<file path="src/rtl/rr_arb_pkg.sv">
// Shared constants, state type and helpers for the round-robin one-hot arbiter.
// Grant is always one-hot or zero, so the index helper can OR indices together.
package rr_arb_pkg;
   localparam int N_REQ            = 8;
   localparam int PTR_W            = 3;
   localparam int DEFAULT_MAX_HOLD = 16;

   typedef enum logic {
      IDLE  = 1'b0,
      GRANT = 1'b1
   } state_t;

   // Index of the set bit of a one-hot vector (0 for an all-zero vector).
   function automatic logic [PTR_W-1:0] onehot_idx(input logic [N_REQ-1:0] oh);
      logic [PTR_W-1:0] idx;
      idx = '0;
      for (int i = 0; i < N_REQ; i++) begin
         if (oh[i]) idx = idx | PTR_W'(i);
      end
      return idx;
   endfunction
endpackage

</file>
<file path="src/rtl/rr_pick.sv">
// Combinational round-robin pick: rotate right by ptr, take the lowest set bit,
// rotate the result back left by ptr.
module rr_pick
   import rr_arb_pkg::*;
(
   input  logic [N_REQ-1:0] req,
   input  logic [PTR_W-1:0] ptr,
   output logic [N_REQ-1:0] pick_onehot,
   output logic             any_req
);

   logic [N_REQ-1:0] rot;
   logic [N_REQ-1:0] pri;

   // Index arithmetic is kept at PTR_W bits so it wraps mod N_REQ on its own.
   for (genvar gi = 0; gi < N_REQ; gi++) begin : g_rot
      logic [PTR_W-1:0] src;
      logic [PTR_W-1:0] dst;
      assign src             = PTR_W'(gi) + ptr;
      assign dst             = PTR_W'(gi) - ptr;
      assign rot[gi]         = req[src];
      assign pick_onehot[gi] = pri[dst];
   end

   assign pri     = rot & (~rot + 1'b1);
   assign any_req = |req;

endmodule

</file>
<file path="src/rtl/rr_onehot_arbiter.sv">
// 8-way round-robin arbiter with a registered one-hot grant, released on done,
// requester withdrawal, or a MAX_HOLD-cycle limit (which pulses timeout).
module rr_onehot_arbiter
   import rr_arb_pkg::*;
#(
   parameter int MAX_HOLD = DEFAULT_MAX_HOLD,
   parameter int CNT_W    = 8
) (
   input  logic             clk,
   input  logic             rst_n,
   input  logic [N_REQ-1:0] req,
   input  logic             done,
   output logic [N_REQ-1:0] grant,
   output logic             grant_valid,
   output logic             timeout
);

   localparam logic [CNT_W-1:0] CNT_LAST = CNT_W'(MAX_HOLD - 1);

   state_t           state_reg, state_next;
   logic [PTR_W-1:0] ptr_reg, ptr_next;
   logic [CNT_W-1:0] cnt_reg, cnt_next;
   logic [N_REQ-1:0] grant_reg, grant_next;
   logic             timeout_reg, timeout_next;
   logic             release_grant;

   logic [N_REQ-1:0] pick_onehot;
   logic             any_req;

   rr_pick u_pick (
      .req         (req),
      .ptr         (ptr_reg),
      .pick_onehot (pick_onehot),
      .any_req     (any_req)
   );

   always_comb begin
      state_next    = state_reg;
      ptr_next      = ptr_reg;
      cnt_next      = cnt_reg;
      grant_next    = grant_reg;
      timeout_next  = 1'b0;
      release_grant = 1'b0;

      case (state_reg)
         IDLE: begin
            if (any_req) begin
               grant_next = pick_onehot;
               cnt_next   = '0;
               state_next = GRANT;
            end
         end
         GRANT: begin
            // done wins over the hold limit, so a collision gives no timeout pulse
            if (done || ((req & grant_reg) == '0)) begin
               release_grant = 1'b1;
            end else if (cnt_reg == CNT_LAST) begin
               release_grant = 1'b1;
               timeout_next  = 1'b1;
            end else begin
               cnt_next = cnt_reg + 1'b1;
            end

            if (release_grant) begin
               grant_next = '0;
               ptr_next   = onehot_idx(grant_reg) + 1'b1;
               cnt_next   = '0;
               state_next = IDLE;
            end
         end
      endcase
   end

   always_ff @(posedge clk) begin
      if (!rst_n) begin
         state_reg   <= IDLE;
         ptr_reg     <= '0;
         cnt_reg     <= '0;
         grant_reg   <= '0;
         timeout_reg <= 1'b0;
      end else begin
         state_reg   <= state_next;
         ptr_reg     <= ptr_next;
         cnt_reg     <= cnt_next;
         grant_reg   <= grant_next;
         timeout_reg <= timeout_next;
      end
   end

   assign grant       = grant_reg;
   assign grant_valid = |grant_reg;
   assign timeout     = timeout_reg;

endmodule

</file>
<file path="config.mk">
export PLATFORM = sky130hd
export DESIGN_NAME = rr_onehot_arbiter
export DESIGN_NICKNAME = d
export VERILOG_FILES = /design/src/rtl/rr_arb_pkg.sv /design/src/rtl/rr_pick.sv /design/src/rtl/rr_onehot_arbiter.sv
export SDC_FILE = /design/constraint.sdc
export NUM_CORES = 1
export LEC_CHECK = 0
export CAP_MARGIN = 10
export CORE_UTILIZATION = 40
export DETAILED_ROUTE_END_ITERATION = 10
export PLACE_DENSITY = 0.69
export SLEW_MARGIN = 20
export SYNTH_ARGS = -nofsm -noshare
export SYNTH_HDL_FRONTEND = slang
export SYNTH_SLANG_ARGS = --single-unit
</file>
<file path="constraint.sdc">
create_clock -name clk -period 7.7 [get_ports clk]
set_input_delay 1.155 -clock clk [delete_from_list [all_inputs] [get_ports clk]]
set_output_delay 1.155 -clock clk [all_outputs]
set_load 0.01 [all_outputs]
</file>
# --- Yosys cells after proc, flatten, opt, wreduce, memory -nomap -nowiden ---
# Index checks and enable logic that the tools add are counted.
# W data, S select, Z words.
totals:
  wordCells: 112
  latch_bits: 0
  ram_bits: 0
  mem_count: 0
  reg_bits: 21
  in_bits: 11
  out_inout_bits: 10
  romBits: 0
op_classes:
  n_reduce_logical: 8
  order_cmp: 16
  n_mul: 0
  n_eq_ne: 5
  mux: 55
  n_bitwise: 5
  n_div: 0
  n_addsub: 18
  shifts: 0
op_table:
  columns: ["op", "n"]
  rows:
  - ["$lt A3 B4 Y1 const B", 16]
  - ["$bmux W1 S3", 16]
  - ["$mux W8", 6]
  - ["$pmux W8 S2", 2]
  - ["$mux W1", 22]
  - ["$mux W3", 6]
  - ["$add A8 B1 Y8 const B", 2]
  - ["$and A8 B8 Y8", 2]
  - ["$reduce_or A8 Y1", 2]
  - ["$add A3 B3 Y3 const A", 4]
  - ["$sub A3 B3 Y3 const A", 4]
  - ["$eq A8 B4 Y1 const B", 1]
  - ["$logic_not A8 Y1", 1]
  - ["$not A8 Y8", 1]
  - ["$add A2 B3 Y3 const A", 2]
  - ["$ne A3 B2 Y1 const B", 2]
  - ["$sub A1 B3 Y3 const A", 2]
  - ["$sub A2 B3 Y3 const A", 2]
  - ["$mux W2", 2]
  - ["$reduce_and A2 Y1", 2]
  - ["$add A1 B3 Y3 const A", 1]
  - ["$add A3 B1 Y3 const B", 1]
  - ["$reduce_and A3 Y1", 1]
  - ["$reduce_or A3 Y1", 1]
  - ["other kinds (5)", 6]

# --- Logic depth before layout (Yosys ltp) ---
depth:
  ltp_word: 10
  depth_mapped: 12
  mapped_depth_nobuf: 8

# --- Cells and area by module ---
# A second synthesis with hierarchy kept.
hier_totals:
  cells_unflattened: 251
  hier_area_um2: 2277.2
modules_own_cells:
  columns: ["module", "cells_each", "area_each_um2", "seq_area_each_um2", "instances"]
  rows:
  - ["rr_pick", 126, 1152.4, 0.0, 1]
  - ["rr_onehot_arbiter", 125, 1124.8, 420.4, 1]

# --- Worst setup path before layout ---
# Ideal clock, no wire load.
synth_path:
  path_kind: "input to register"
  start: "input req[0]"
  end: "register grant_reg[2] (netlist: grant[2])"
  arrival_time_ns: 2.948
  required_ns: 7.621
  setup_slack_ns: 4.673
  path_buffers: 1
  setup_ns: 0.079
  path_stages: 7
  path_cell_list: "clkbuf_1 -> mux4_2 -> mux2_4 -> o31ai_4 -> or2b_1 -> or3b_4 -> o221ai_2"
synth_via:
  elab_chain_len: 9
  elab_cells_between_ends: 32
  cone_classes: "1 x add/sub; 2 x eq/ne; 22 x mux; 3 x bitwise; 4 x reduce/logical"
synth_lines:
  columns: ["item", "line_no", "source"]
  rows:
  - ["start, declared", "rr_onehot_arbiter.sv:11", "input logic [N_REQ-1:0] req,"]
  - ["$bmux W1 S3", "rr_pick.sv:21", "assign rot[gi] = req[src];"]
  - ["$mux W1 (not written as such)", "rr_pick.sv:21", null]
  - ["$not A8 Y8", "rr_pick.sv:25", "assign pri = rot & (~rot + 1'b1);"]
  - ["$add A8 B1 Y8", "rr_pick.sv:25", null]
  - ["$and A8 B8 Y8", "rr_pick.sv:25", null]
  - ["$bmux W1 S3", "rr_pick.sv:22", "assign pick_onehot[gi] = pri[dst];"]
  - ["$mux W1 (not written as such)", "rr_pick.sv:22", null]
  - ["$mux W8", "rr_onehot_arbiter.sv:47", "if (any_req) begin"]
  - ["$pmux W8 S2", "rr_onehot_arbiter.sv:45", "case (state_reg)"]
  - ["end signal, assigned", "rr_onehot_arbiter.sv:85", "grant_reg <= grant_next;"]
  - ["end, declared", "rr_onehot_arbiter.sv:23", "logic [N_REQ-1:0] grant_reg, grant_next;"]
# Several ways; a longest one is shown, not always the timed one. The select of a mux whose other input is x is not followed.
# A chain may end at the register's enable or synchronous reset.

# --- Worst setup path after layout ---
layout_path:
  start: "input req[0]"
  end: "register cnt_reg[2]"
layout_via:
  elab_chain_len: 7
  elab_cells_between_ends: 12
  cone_classes: "3 x eq/ne; 4 x mux; 1 x bitwise; 4 x reduce/logical"
layout_lines:
  columns: ["item", "line_no", "source"]
  rows:
  - ["$and A8 B8 Y8", "rr_onehot_arbiter.sv:55", "if (done || ((req & grant_reg) == '0)) begin"]
  - ["$logic_not A8 Y1", "rr_onehot_arbiter.sv:55", null]
  - ["$logic_or A1 B1 Y1", "rr_onehot_arbiter.sv:55", null]
  - ["$mux W1", "rr_onehot_arbiter.sv:55", null]
  - ["$mux W1", "rr_onehot_arbiter.sv:45", null]
  - ["$ne A3 B2 Y1 (no line) / $mux W8 (equally long branches)", null, null]
  - ["$reduce_and A3 Y1 (no line) / $pmux W8 S2 (equally long branches)", null, null]
  - ["end signal, assigned", "rr_onehot_arbiter.sv:84", "cnt_reg <= cnt_next;"]
  - ["end, declared", "rr_onehot_arbiter.sv:22", "logic [CNT_W-1:0] cnt_reg, cnt_next;"]
# Several ways; a longest one is shown, not always the timed one. The select of a mux whose other input is x is not followed.

==> out/qor.txt <==
Detailed Route Iter0 Violations: 164
Port Buffers: 20
flops & latches, synth: 21
Placer Congestion: 0.848
synth top area cells: dfxtp_1 23%, mux4_2 12%, mux2i_1 7.6%, nand2_1 4.9%, nor2_1 3.4%
Unique masters post-synth: 55
Syn Area/Cell: 8.75 um2
Total GRT Usage: 20.2%
Final setup viols: 0
WHS: 0.507 ns
peak supply drop: 0.140 mV
RSZ-0062 raised after global routing: no
hold path start: cnt_reg[6]
vias in the first global route: 1574
register area share after synthesis: 22.7%
Worst Hold Endpoint: cnt_reg[6]
area leader, netlist: dfxtp_1
Diodes inserted: 0
TritonCTS clock tree: yes
Layout Cells excl Fill: 278
DRC violation count after routing: 0
final worst slack: 4.03 ns
die area: 4910 um2
Final Hold Fails: 0
Hold Path Depth: 2
Final Cycle Share: 47.7%
Rows: 24
Fin Clk Skew: 0.00575 ns
Ports: 21
Resized Gates After CTS: 0
CP Capture Type: register
cts hold-fix bufs: 0
kind of critical path: in -> reg
Max Clk Rate: 272 MHz
min Tclk post-route: 3.67 ns
asr flop ratio synth: 0%
First-pass DRT Iterations: 5
area delta synth->final: 14.2%
H-tree levels: 1
post-CTS setup buffers: 0
Cells after Synth: 212
Fin Setup TNS: 0 ns
FF-to-FF path depth: 8
hpwl dp: 3650 um
Post-synth top cells: 24 x nand2_1, 21 x dfxtp_1, 17 x nor2_1, 14 x mux2i_1, 10 x mux4_2
Starting Density: 42.0%
global route overflow: 0
crit-path max FO: 11
Post-Route WL: 4970 um
fraction of layout cells with a size suffix above 1: 9.73%
Crit Reg-Reg Endpoint: grant[5]
Slew Viols, Final: 0
Req. time, crit path: 7.88 ns
Slew headroom: 25.9%
Mapped Nets: 227
Final nets: 242
maximum number of pins on one net before global-route repair: 20
count leader, synth: nand2_1
Max-Cap Viols: 0
first-pass GRT wire length: 7980 um
worst skew pair latency: 0.26 ns
CTS max path bufs: 2
Worst EP arrival: 3.86 ns
CTS Sinks: 21
core box area: 4410 um2
Ys Warns: 0
hold crit path type: reg -> reg
Mapped Area: 1850 um2
initial antenna violation count: 0
CTS Buf Count: 3
via/cell ratio: 6.36
Avg WL per Cell: 17.9 um
Die Y: 70.1 um
flop-to-flop setup slack: 4.12 ns
P_leak: 0.742 nW
Yosys top cell area share: 22.7%
ANT nets after route: 0
root buffer cell: clkbuf_8
Die Wd: 70.1 um
run status: finished clean
worst-margin pin slew: 1.10 ns
pwr dens: 354 nW/um2
Critical Path Start Type: input port
Crit Reg-Reg Startpoint: ptr_reg[0]
EDFF count, synth: 0
dpl ws: 3.83 ns
via count: 1767
Post-synth top flop: dfxtp_1
clk slew on worst S/H paths: 0.08 ns
dpl cells: 274
[stage by stage]
step,utilization [%],cell area (um2),power (W)
floorplan,-,1850,0.000552
finish,48.0,2120,0.000749
CTS,48.0,2120,0.000747
global route,48.0,2120,0.000797
detailed placement,46.9,2070,0.000674
global placement,46.9,2070,0.000669
[where the power goes]
part / internal, W / switching, W / total, W
registers: 0.000128 / 0.0000390 / 0.000167
logic: 0.000236 / 0.000275 / 0.000512
clock network: 0.0000360 / 0.0000346 / 0.0000707
[worst max-delay path: stages]
cell and delay [ns]:
clkdlybuf4s50_1 0.69, a22oi_1 0.15, a41oi_1 0.44, a21boi_1 0.27, nor3_1 0.89, nor3b_1 0.26
[cell usage in the layout (no fill, tap or decap), drive strengths merged, types with 2 or more instances in the layout]
| master | synthesis | routed |
|---|---|---|
| a211oi | 5 | 5 |
| a21boi | 2 | 2 |
| a21oi | 8 | 8 |
| a22oi | 7 | 7 |
| a31oi | 4 | 4 |
| a32o | 2 | 2 |
| and2 | 6 | 6 |
| and3 | 2 | 2 |
| clkbuf | 6 | 3 |
| clkdlybuf4s50 | 0 | 20 |
| clkinv | 2 | 3 |
| dfxtp | 21 | 21 |
| ha | 4 | 4 |
| inv | 3 | 3 |
| mux2 | 2 | 2 |
| mux2i | 14 | 14 |
| mux4 | 12 | 12 |
| nand2 | 24 | 24 |
| nand2b | 2 | 2 |
| nand3 | 9 | 9 |
| nor2 | 17 | 17 |
| nor3 | 8 | 8 |
| nor4 | 8 | 8 |
| o21ai | 7 | 7 |
| o221ai | 4 | 4 |
| o22ai | 2 | 2 |
| o31ai | 2 | 2 |
| or3 | 3 | 3 |
| or4 | 2 | 2 |
| xnor2 | 3 | 3 |
| xor2 | 3 | 3 |
[worst max-delay path by stage]
stage | cells after the start | to | slack [ns] | start
2_1_floorplan | 7 | grant[2] | 4.67 | req[0]
3_3_place_gp | 7 | grant[6] | 3.93 | req[0]
3_5_place_dp | 6 | cnt_reg[2] | 3.83 | req[0]
4_1_cts | 6 | cnt_reg[2] | 4.11 | req[0]
5_1_grt | 6 | cnt_reg[2] | 3.82 | req[2]
6_report | 6 | cnt_reg[2] | 4.03 | req[0]
[cell type report]
cell class	count	area, um2
clock inverters	1	5.00
fillers	442	2300
flip-flops and latches	21	420
inverters	5	18.8
well taps	52	65.1
multi-input cells	175	1360
clock buffers	3	41.3
repair buffers	21	208
[cell families after synthesis]
logic type / synth area share (%)
simple gates: 23.8
compound gates: 20.0
mux: 24.0
flops: 22.7
buf+inv: 3.98
xor+xnor: 2.83
fa+ha+maj: 2.70
[metal layers]
metal	wire length, um	share of wire, %	up-vias	track usage, %
met2	2380	48	63	32.9
met5	0	0	-	0
met3	286	5.8	4	2.45
met4	38	0.76	0	4.67
met1	2270	46	847	28.5
li1	-	-	853	-
Power figures use the tool's default switching activity.
